--- config.mk ---
export PLATFORM = sky130hd
export DESIGN_NAME = sorter_drain
export DESIGN_NICKNAME = d
export VERILOG_FILES = /design/src/rtl/sorter_pkg.sv /design/src/rtl/sorter_drain_fifo.sv /design/src/rtl/sorter_drain.sv
export SDC_FILE = /design/constraint.sdc
export NUM_CORES = 1
export LEC_CHECK = 0
export CAP_MARGIN = 10
export CORE_MARGIN = 1
export CORE_UTILIZATION = 40
export DETAILED_ROUTE_END_ITERATION = 16
export SYNTH_ARGS = -nofsm -noshare
export SYNTH_HDL_FRONTEND = slang
export SYNTH_SLANG_ARGS = --single-unit
--- constraint.sdc ---
create_clock -name clk -period 3.3 [get_ports clk]
set_input_delay 0.66 -clock clk [delete_from_list [all_inputs] [get_ports clk]]
set_output_delay 0.66 -clock clk [all_outputs]
set_load 0.02 [all_outputs]
--- src/rtl/sorter_pkg.sv ---
// Shared defaults, FIFO entry type and FSM states for the sorter output drain.
package sorter_pkg;

  localparam int W_DEF = 8;
  localparam int N_DEF = 22;

  typedef struct packed {
    logic [W_DEF-1:0] data;
    logic             last;
  } drain_entry_t;

  typedef enum logic {
    IDLE = 1'b0,
    HOLD = 1'b1
  } drain_state_t;

endpackage

--- src/rtl/sorter_drain_fifo.sv ---
// Show-ahead FIFO for framed drain entries: the head entry is visible whenever not empty.
// A push into a full FIFO is accepted only if a pop happens in the same cycle.
module sorter_drain_fifo
  import sorter_pkg::*;
#(
  parameter type T     = drain_entry_t,
  parameter int  DEPTH = N_DEF,
  parameter int  AW    = $clog2(DEPTH),
  parameter int  NW    = $clog2(DEPTH + 1)
) (
  input  logic          clk,
  input  logic          nreset,
  input  logic          i_push,
  input  T              i_wdat,
  input  logic          i_pop,
  output T              o_rdat,
  output logic          o_full,
  output logic          o_empty,
  output logic [NW-1:0] o_count
);

  localparam logic [AW-1:0] LAST_PTR = AW'(DEPTH - 1);
  localparam logic [NW-1:0] FULL_CNT = NW'(DEPTH);

  T              r_mem [DEPTH];
  logic [AW-1:0] r_wr_ptr;
  logic [AW-1:0] r_rd_ptr;
  logic [NW-1:0] r_count;
  logic          w_wr;
  logic          w_rd;

  assign o_empty = (r_count == '0);
  assign o_full  = (r_count == FULL_CNT);
  assign o_count = r_count;
  assign o_rdat  = r_mem[r_rd_ptr];
  assign w_rd    = i_pop && !o_empty;
  assign w_wr    = i_push && (!o_full || w_rd);

  // Storage is cleared on reset so the head reads zero while empty.
  always_ff @(posedge clk or negedge nreset) begin
    if (!nreset) begin
      for (int i = 0; i < DEPTH; i++) r_mem[i] <= '0;
      r_wr_ptr <= '0;
      r_rd_ptr <= '0;
      r_count  <= '0;
    end else begin
      if (w_wr) begin
        r_mem[r_wr_ptr] <= i_wdat;
        r_wr_ptr        <= (r_wr_ptr == LAST_PTR) ? '0 : r_wr_ptr + AW'(1);
      end
      if (w_rd) r_rd_ptr <= (r_rd_ptr == LAST_PTR) ? '0 : r_rd_ptr + AW'(1);
      case ({w_wr, w_rd})
        2'b10:   r_count <= r_count + NW'(1);
        2'b01:   r_count <= r_count - NW'(1);
        default: r_count <= r_count;
      endcase
    end
  end

endmodule

--- src/rtl/sorter_drain.sv ---
// Captures the sorter's unstallable output burst, frames it with a last flag and replays it
// on valid/ready; checks descending order, reports batch length, flags overflow sticky.
module sorter_drain
  import sorter_pkg::*;
#(
  parameter int W     = W_DEF,
  parameter int DEPTH = N_DEF,
  parameter int CW    = 5
) (
  input  logic          clk,
  input  logic          nreset,
  input  logic [W-1:0]  s_data,
  input  logic          s_valid,
  output logic [W-1:0]  m_data,
  output logic          m_last,
  output logic          m_valid,
  input  logic          m_ready,
  output logic [CW-1:0] batch_len,
  output logic          batch_done,
  output logic          order_err,
  output logic          ovf_err,
  input  logic          err_clr
);

  typedef struct packed {
    logic [W-1:0] data;
    logic         last;
  } entry_t;

  localparam int              NW      = $clog2(DEPTH + 1);
  localparam logic [NW-1:0]   CNT_MAX = NW'(DEPTH);
  localparam logic [CW-1:0]   LEN_SAT = '1;

  drain_state_t  r_state;
  logic [W-1:0]  r_hold_dat;
  logic [CW-1:0] r_cnt;
  logic [CW-1:0] r_batch_len;
  logic          r_batch_done;
  logic          r_order_err;
  logic          r_ovf_err;

  entry_t        w_wdat;
  entry_t        w_rdat;
  logic          w_push;
  logic          w_pop;
  logic          w_full;
  logic          w_empty;
  logic          w_drop;
  logic          w_order_set;
  logic [NW-1:0] w_count;

  // The held item is pushed every HOLD cycle; its last flag is the absence of a successor.
  assign w_push      = (r_state == HOLD);
  assign w_wdat      = '{data: r_hold_dat, last: !s_valid};
  assign w_pop       = !w_empty && m_ready;
  assign w_drop      = w_push && w_full && !w_pop;
  assign w_order_set = w_push && s_valid && (s_data > r_hold_dat);

  sorter_drain_fifo #(
    .T     (entry_t),
    .DEPTH (DEPTH)
  ) u_fifo (
    .clk     (clk),
    .nreset  (nreset),
    .i_push  (w_push),
    .i_wdat  (w_wdat),
    .i_pop   (w_pop),
    .o_rdat  (w_rdat),
    .o_full  (w_full),
    .o_empty (w_empty),
    .o_count (w_count)
  );

  assign m_valid    = !w_empty;
  assign m_data     = w_rdat.data;
  assign m_last     = w_rdat.last;
  assign batch_len  = r_batch_len;
  assign batch_done = r_batch_done;
  assign order_err  = r_order_err;
  assign ovf_err    = r_ovf_err;

  always_ff @(posedge clk or negedge nreset) begin
    if (!nreset) begin
      r_state      <= IDLE;
      r_hold_dat   <= '0;
      r_cnt        <= '0;
      r_batch_len  <= '0;
      r_batch_done <= 1'b0;
      r_order_err  <= 1'b0;
      r_ovf_err    <= 1'b0;
    end else begin
      r_batch_done <= 1'b0;
      case (r_state)
        IDLE: begin
          if (s_valid) begin
            r_hold_dat <= s_data;
            r_cnt      <= CW'(1);
            r_state    <= HOLD;
          end
        end
        HOLD: begin
          if (s_valid) begin
            r_hold_dat <= s_data;
            if (r_cnt != LEN_SAT) r_cnt <= r_cnt + CW'(1);
          end else begin
            r_batch_len  <= r_cnt;
            r_batch_done <= 1'b1;
            r_state      <= IDLE;
          end
        end
        default: r_state <= IDLE;
      endcase
      // A new error in the clearing cycle wins over err_clr.
      if (w_order_set)  r_order_err <= 1'b1;
      else if (err_clr) r_order_err <= 1'b0;
      if (w_drop)       r_ovf_err   <= 1'b1;
      else if (err_clr) r_ovf_err   <= 1'b0;
    end
  end

  assert property (@(posedge clk) disable iff (!nreset) w_count <= CNT_MAX);

endmodule

# After elaboration in Yosys (flattened, before gate mapping)
# Index checks and enable logic that the tools add are counted.
[word_totals]
register_bits = 235
input_bits = 13
output_inout_bits = 18
wordCells = 115
[classes]
add_sub_neg = 5
magnitude_cmp = 4
n_eq_ne = 9
mux = 20
n_bitwise = 4
n_reduce_logical = 19
[ops]
columns = ["operator", "n"]
rows = [
  ["$bwmux W198", 1],
  ["$bmux W9 S5", 1],
  ["$demux W9 S5", 1],
  ["$mux W9", 3],
  ["$mux W5", 5],
  ["$add A5 B1 Y5 const B", 4],
  ["$pmux W5 S2", 2],
  ["$eq A5 B5 Y1 const B", 3],
  ["$ge A6 B6 Y1 const B", 2],
  ["$not A5 Y6", 2],
  ["$gt A8 B8 Y1", 1],
  ["$logic_and A1 B1 Y1", 8],
  ["$mux W8", 1],
  ["$lt A6 B1 Y1 const B", 1],
  ["$mux W1", 6],
  ["$reduce_bool A2 Y1", 3],
  ["$logic_not A5 Y1", 1],
  ["$ne A5 B5 Y1 const B", 1],
  ["$sub A5 B1 Y5 const B", 1],
  ["$logic_not A1 Y1", 4],
  ["$ne A2 B2 Y1 const B", 2],
  ["$reduce_and A3 Y1", 1],
  ["$eq A2 B1 Y1 const B", 1],
  ["$eq A2 B2 Y1 const B", 1],
  ["other kinds (4)", 5],
]

# Longest topological paths before layout
# Gate-level depths: netlist of run 1.
[logic_depth]
ltp_word = 8
ltp_mapped = 13

# Hierarchy
# From an unflattened synthesis of run 1, not the netlist that was laid out.
[unflattened]
cells_unflattened = 854
area_unflattened_um2 = 11467.2
[by_module_without_submodules]
columns = ["mod", "n_inst", "cells_per_inst", "area_each_um2"]
rows = [
  ["sorter_drain_fifo", 1, 744, 10362.4],
  ["sorter_drain", 1, 110, 1104.8],
]

# Worst setup path after synthesis of run 1
# OpenSTA, ideal clock, no wires.
[synth_timing]
kind = "input to register"
start = "in m_ready"
end = "reg u_fifo.r_count[4] (netlist: u_fifo.o_count[4])"
setup_ns = 0.079
arrival_ns = 2.990
required_time_ns = 3.221
path_slack_ns = 0.231
path_stages = 11
n_path_buf = 1
cell_sequence = "nand4b_4 o21ai_1 ha_1 clkbuf_1 xor2_1 ha_1 o21a_1 o221a_2 o21a_1 nor3_1 xor2_1"
[synth_between]
elab_chain_len = 6
elab_cells_between_ends = 8
classes_between = "eq/ne (2); mux (1); reduce/logical (5)"
[synth_lines]
columns = ["item", "line", "source"]
rows = [
  ["from (decl)", "sorter_drain.sv:17", "input logic m_ready,"],
  ["$logic_and A1 B1 Y1 (*)", "sorter_drain.sv:55", "assign w_pop = !w_empty && m_ready;"],
  ["$logic_and A1 B1 Y1 (*)", "sorter_drain_fifo.sv:36", "assign w_rd = i_pop && !o_empty;"],
  ["$logic_or A1 B1 Y1", "sorter_drain_fifo.sv:37", "assign w_wr = i_push && (!o_full || w_rd);"],
  ["$logic_and A1 B1 Y1", "sorter_drain_fifo.sv:37", ""],
  ["$eq A2 B1 Y1 or $eq A2 B2 Y1 (tied branches)", "sorter_drain_fifo.sv:52", "case ({w_wr, w_rd})"],
  ["$pmux W5 S2 or $reduce_bool A2 Y1 (tied branches)", "--", ""],
  ["to (signal assigned)", "sorter_drain_fifo.sv:53", "2'b10: r_count <= r_count + NW'(1);"],
  ["to (signal assigned)", "sorter_drain_fifo.sv:54", "2'b01: r_count <= r_count - NW'(1);"],
  ["to (signal assigned)", "sorter_drain_fifo.sv:55", "default: r_count <= r_count;"],
  ["to (decl)", "sorter_drain_fifo.sv:28", "logic [NW-1:0] r_count;"],
]
# Mark *: on every way between the ends. The rest lies on a longest branch, timed or not.
# A chain may end at the register's enable or synchronous reset.

# Final worst setup path of run 1
[layout_timing]
start = "reg u_fifo.r_rd_ptr[0]"
end = "out m_data[5]"
[layout_between]
elab_chain_len = 4
[layout_lines]
columns = ["item", "line", "source"]
rows = [
  ["from (decl)", "sorter_drain_fifo.sv:27", "logic [AW-1:0] r_rd_ptr;"],
  ["from (signal assigned)", "sorter_drain_fifo.sv:51", "if (w_rd) r_rd_ptr <= (r_rd_ptr == LAST_PTR) ? '0 : r_rd_ptr + AW'(1);"],
  ["$not A5 Y6 (implied by the code)", "sorter_drain_fifo.sv:35", "assign o_rdat = r_mem[r_rd_ptr];"],
  ["$bmux W9 S5", "sorter_drain_fifo.sv:35", ""],
  ["$mux W9 (implied by the code) (2 in a row)", "sorter_drain_fifo.sv:35", ""],
  ["to (decl)", "sorter_drain.sv:14", "output logic [W-1:0] m_data,"],
]
# No other way between the ends. The select of a mux whose other input is x is not followed.

==> impl_metrics.json, run 1 <==
{
  "worstPathCellList": "buf_8, buf_4, mux4_2, a22o_1, a2111oi_4, a21oi_1, buf_4",
  "clockBufferDepth": 3,
  "timing.final.crit_share_pct": 98.1,
  "ir_worst_vdd_mv": 0.528,
  "drive_above_1_share_pct": 40.8,
  "async_flop_share_pct": 100,
  "coreArea_um2": 27300,
  "grt_max_degree": 81,
  "worst_r2r_endpoint": "u_fifo.o_count[4]",
  "dpl_cell_area_um2": 12100,
  "max_freq_mhz": 309,
  "arrival_ps": 2580,
  "cp.required_ps": 2640,
  "timing.rr.start": "u_fifo.o_count[0]",
  "die_area_um2": 28700,
  "die_y_um": 169,
  "drt_iter0_markers": 391,
  "syn_nets": 870,
  "synth_edf_count": 0,
  "hp-class": "in2async",
  "cp-start-kind": "flip-flop",
  "cts-buffers-inserted": 25,
  "leakage_nw": 5.83,
  "maxCapViolations": 0,
  "clock_latency_ps": 520,
  "routedWlPerCell_um": 19.6,
  "h-tree-depth": 1,
  "numClockSinks": 235,
  "cpMostUsedCell": "buf_4",
  "via_per_inst": 5.37,
  "path_class": "reg2out",
  "fp-row-count": 60,
  "hpwl_um": 16400,
  "synthSimpleGateAreaFrac_pct": 6.33,
  "r2r_cells": 11,
  "synth-xor-area-share_pct": 0.625,
  "skew_ps": 7.31,
  "postRouteAntennaNets": 0,
  "cp_slowest_cell": "dfrtp_4",
  "period_needed_ps": 3240,
  "wl_um": 25300,
  "route.detailed.drc": 0,
  "instances_no_fill": 1289,
  "synthMuxAreaShare_pct": 28.5,
  "tightestPinTransition_ps": 906,
  "status": "complete, no violations",
  "power.total_w": 0.0120,
  "slew_headroom_pct": 39.6,
  "cellPowerDensity_nw_per_um2": 908,
  "synth-compound-area-share_pct": 6.91,
  "synth_flop_cell": "dfrtp_1",
  "grt_util_all_layers_pct": 18.3,
  "portBuffers": 30,
  "dp.cells": 1231,
  "end_kind": "output port",
  "clk_pin_slew_worst_paths_ps": 60,
  "die_w_um": 169,
  "post-route-util_pct": 48.4,
  "synth_top_family_by_area": "multiplexers",
  "num_io_pins": 31,
  "pre_cts_slack_ps": 65.9,
  "ys_ff_latch": 235,
  "grt_first_pass_wirelength_um": 40900,
  "cts_tree": "yes",
  "synthAdderAreaFrac_pct": 2.23,
  "synth_cells": 837,
  "design_area_um2": 13200,
  "syn_area_um2": 11200,
  "start_util_pct": 41.1,
  "gp_congestion": 0.792,
  "yosysSeqAreaShare_pct": 52.5,
  "root_buffer": "clkbuf_16",
  "area_growth_pct": 17.8,
  "worst_slack_ps": 61.5,
  "ys_types": 52,
  "vias": 6917,
  "antenna_found_initial": 0,
  "path_max_fanout": 7,
  "finalSetupViolCount": 0,
  "yosys_warnings": 0,
  "reg2reg_slack_ps": 440,
  "layout.nets": 932,
  "first_pass_iters": 6,
  "grt_overflow_total": 0,
  "grt_pass1_vias": 7253,
  "syn_avg_cell_area_um2": 13.4,
  "slew_violations": 0,
  "hold_viol": 0,
  "critPathMaxStageDelay_ps": 510
}
## repair_timing
item,in CTS,in global routing
endpoints found under the setup margin,9,7
buffers inserted,6,4
gates resized for setup,53,18
pin swaps,6,6
cloned,1,2
hold buffers,0,0
## Yosys cell counts (2+ instances only)
cell type	count	share of area (%)
nor2_1	40	1.3
dfrtp_1	235	52
clkbuf_1	32	1.1
mux4_2	40	8.0
a22o_1	4	0.31
mux2_1	7	0.70
xor2_1	7	0.55
a21o_1	3	0.20
nor2b_1	8	0.45
o21ai_0	44	2.0
inv_1	21	0.70
o211ai_4	3	0.57
o22ai_1	3	0.17
buf_1	4	0.13
nand3_1	4	0.18
buf_6	3	0.30
nor2_4	4	0.40
ha_1	20	2.2
a21oi_1	36	1.6
o21a_1	2	0.13
a22oi_1	4	0.27
a2111oi_0	2	0.16
a222oi_1	5	0.45
buf_4	5	0.34
nand2_1	37	1.2
or3_1	2	0.11
mux2i_1	11	0.98
nand4_1	2	0.11
and4b_1	2	0.18
nand2b_1	7	0.39
nor3_1	9	0.40
nor2_2	18	1.0
buf_2	8	0.36
mux2_2	187	19
## kinds of logic after synthesis
logic type / count (synthesis)
XOR/XNOR: 8
adder cells (fa/ha/maj): 20
buffers and inverters: 73
AND/OR/NAND/NOR: 139
AO/OA/AOI/OAI: 117
flip-flops: 235
multiplexers: 245
## flip-flops by register name, indices dropped and copies added, names as in the netlist
register / count
u_fifo.r_rd_ptr: 5
r_cnt: 5
order_err: 1
u_fifo.r_wr_ptr: 5
r_state: 1
ovf_err: 1
r_hold_dat: 8
u_fifo.r_mem: 198
batch_done: 1
u_fifo.o_count: 5
batch_len: 5
## cells in the final DEF (no fill, tap or decap), types with 9 or more instances in the layout
| master | netlist | final |
|---|---|---|
| nor2_1 | 40 | 40 |
| mux4_2 | 40 | 40 |
| clkdlybuf4s50_1 | 0 | 19 |
| a21oi_1 | 36 | 35 |
| o21ai_0 | 44 | 40 |
| dfrtp_1 | 235 | 234 |
| mux2i_1 | 11 | 9 |
| buf_4 | 5 | 50 |
| nor3_1 | 9 | 9 |
| clkbuf_16 | 0 | 27 |
| nand2_1 | 37 | 37 |
| nor2_2 | 18 | 18 |
| inv_1 | 21 | 21 |
| ha_1 | 20 | 20 |
| mux2_2 | 187 | 187 |
## how the worst max path moves through the flow
stage / from / end / slack (ps) / depth (start not counted)
floorplan: m_ready / u_fifo.o_count[4] / 230 / 11
global placement: u_fifo.r_rd_ptr[0] / m_data[6] / 70 / 6
detailed placement: u_fifo.r_rd_ptr[0] / m_last / 70 / 6
CTS: u_fifo.r_rd_ptr[0] / m_data[4] / 20 / 8
global route: u_fifo.r_rd_ptr[0] / m_data[5] / -20 / 7
finish: u_fifo.r_rd_ptr[0] / m_data[5] / 60 / 7
## per-layer routing
metal  vias up  wire length (µm)  global-route usage, %
met1      3575             12300                   26.2
met4         0               584                   4.47
met5         -                 0                      0
met3        41               989                   2.82
met2       132             11400                   29.1
li1       3169                 -                      -
## critical path: cells and delay by family, from the launching register on
kind	cells	cell delay [ps]
muxes	1	430
DFF	1	510
buffers and inverters	3	480
AOI/OAI and AO/OA	3	620
## where the power goes
| group | switching (W) | total [W] | internal (W) | leakage, nW |
|---|---|---|---|---|
| registers | 0.000757 | 0.00478 | 0.00402 | 3.00 |
| clock network | 0.00114 | 0.00290 | 0.00176 | 0.413 |
| logic | 0.00188 | 0.00430 | 0.00242 | 2.41 |
## stage by stage
step / hold WS [ps] / TNS (ps)
floorplan: 364 / 0
global placement: 464 / 0
detailed placement: 476 / 0
CTS: 60.9 / 0
global route: 85.9 / -17.1
finish: 53.0 / 0
## final cells by class
type	instances	area, µm²
clock inverter	7	116
antenna	1	2.50
timing repair buffer	87	835
fill	2399	14100
inverter	21	78.8
clock buffer	37	731
multi-input combinational	529	5080
sequential	235	5880
tap	372	465
No activity file was read; power rests on OpenSTA's default activity.
==> inputs of run 2 (changes only) <==
Settings changed: CORE_UTILIZATION 40 to 41, PLACE_DENSITY from default to 0.57.
==> impl_metrics.json, run 2 (synthesis gave the netlist of run 1 again) <==
{
  "status": "complete, no violations",
  "postRouteAntennaNets": 0,
  "num_io_pins": 31,
  "critPathMaxStageDelay_ps": 530,
  "via_per_inst": 5.41,
  "root_buffer": "clkbuf_16",
  "layout_commonest_cell": "dfrtp_1",
  "drt_iter0_markers": 329,
  "holdWs_ps": 103,
  "power.total_w": 0.0120,
  "worstPathCellList": "buf_4, buf_4, mux4_2, a2111oi_4, buf_4, a21oi_1, buf_4",
  "maxCapViolations": 0,
  "final_cell_mix": "233 x dfrtp_1, 187 x mux2_2, 54 x buf_4",
  "vias": 6835,
  "regMostFlops": "u_fifo.r_mem",
  "cp_slowest_cell": "dfrtp_4",
  "end_kind": "output port",
  "tightestPinTransition_ps": 848,
  "timing.final.crit_share_pct": 98.3,
  "grt_overflow_total": 0,
  "ir_worst_vdd_mv": 0.643,
  "finalSetupTns_ps": 0,
  "layout.nets": 938,
  "leakage_nw": 5.85,
  "top_regs": "u_fifo.r_mem x198, r_hold_dat x8",
  "slew_headroom_pct": 43.4,
  "grt_max_degree": 84,
  "cts_tree": "yes",
  "cellPowerDensity_nw_per_um2": 909,
  "die_w_um": 167,
  "cts-buffers-inserted": 26,
  "routedWlPerCell_um": 20.8,
  "numClockSinks": 235,
  "hp-class": "in2async",
  "slew_violations": 0,
  "area_growth_pct": 17.5,
  "cp-start-kind": "flip-flop",
  "portBuffers": 30,
  "grt_util_all_layers_pct": 19.5,
  "largest_register_ffs": 198,
  "ctsHoldBuffers": 0,
  "cp.required_ps": 2640,
  "grt_setup_unrepaired": "true",
  "post-route-util_pct": 49.0,
  "hpwl_um": 16800,
  "hold_viol": 0,
  "finalSetupViolCount": 0,
  "period_needed_ps": 3240,
  "n_antenna_cell": 0,
  "coreArea_um2": 26900,
  "clk_pin_slew_worst_paths_ps": 60,
  "cp_top_family": "buffers and inverters",
  "route.detailed.drc": 0,
  "skew_ps": 14.8,
  "first_pass_iters": 4,
  "instances_no_fill": 1264,
  "cp_num_buf_inv": 4,
  "arrival_ps": 2580,
  "h-tree-depth": 1,
  "path_max_fanout": 5,
  "clockBufferDepth": 3,
  "fp-row-count": 60,
  "max_freq_mhz": 308,
  "die_y_um": 167,
  "drive_above_1_share_pct": 40.7,
  "wl_um": 26300,
  "dp.cells": 1207,
  "antenna_found_initial": 0,
  "start_util_pct": 41.7,
  "grt_pass1_vias": 7258,
  "path_class": "reg2out",
  "n_fill_cell": 2413,
  "gp_congestion": 0.748,
  "clock_latency_ps": 540,
  "die_area_um2": 28000,
  "grt_first_pass_wirelength_um": 42500,
  "cpMostUsedCell": "buf_4"
}
## run 2: cell count changes in the layout (fill, tap and decap cells not counted), moves of 2 or more
cell	before	now
a22o_1	2	4
a22o_4	2	0
clkbuf_2	0	2
mux2i_2	2	0
buf_4	50	54
mux2i_1	9	11
## run 2: per-stage QoR
stage                     worst slack (ps)  instance area (µm²)
after global placement                19.1                12100
final                                 56.1                13200
after CTS                            -9.42                13100
after floorplan                        231                11200
after detailed placement              17.3                12100
after global routing                 -15.4                13200
## run 2: cell type report
cell class	instances	area, µm²	area share, %
multi-input combinational	529	5040	38.3
sequential	235	5890	44.7
clock inverter	7	121	0.922
inverter	21	78.8	0.599
tap	341	427	3.24
timing repair buffer	92	840	6.38
clock buffer	39	769	5.85
## run 2: path summary, 6_finish.rpt
kind	startpoint	to	slack (ps)	depth (start not counted)
min	nreset	batch_done	100	1
max	u_fifo.r_rd_ptr[0]	m_data[7]	60	7
min in group clk	batch_len[2]	batch_len[2]	480	2
min reg2reg	batch_len[2]	batch_len[2]	480	2
max reg2reg	u_fifo.o_count[0]	u_fifo.o_count[4]	300	11
max in group asynchronous	nreset	u_fifo.r_mem[179]	2250	2
## run 2: worst register-to-register path, cell delays in order (launching register included)
cell,delay [ps]
dfrtp_1,420
or2_1,300
o41ai_4,500
inv_1,140
ha_1,250
xor2_1,150
ha_1,200
a21boi_0,130
o221a_2,300
o21a_1,160
nor3_1,200
xor2_1,170
## run 2: metal layers
layer	vias to the layer above	global-route usage (%)	share of wire [%]
li1	3174	-	-
met1	3517	28.3	47
met2	101	30.9	47
met3	43	2.72	4.2
met4	0	4.79	1.9
met5	-	0	0
## run 2: report_power, final
group	internal, W	total [W]	switching, W	leakage [nW]
Clock	0.00184	0.00300	0.00116	0.439
Sequential	0.00402	0.00480	0.000774	3.00
Combinational	0.00236	0.00418	0.00182	2.41
Total	0.00822	0.0120	0.00375	5.85
## run 2: timing repair
| item | CTS | global route |
|---|---|---|
| resized for setup | 50 | 15 |
| cloned | 1 | 0 |
| setup endpoints to repair | 9 | 8 |
| setup buffers | 8 | 4 |
| pin swaps | 4 | 5 |
==> inputs of run 3 (changes only) <==
Settings changed: CORE_MARGIN 1 to default.
==> results of run 3 <==
The final DEF is identical to that of run 2; final timing and power are the same.
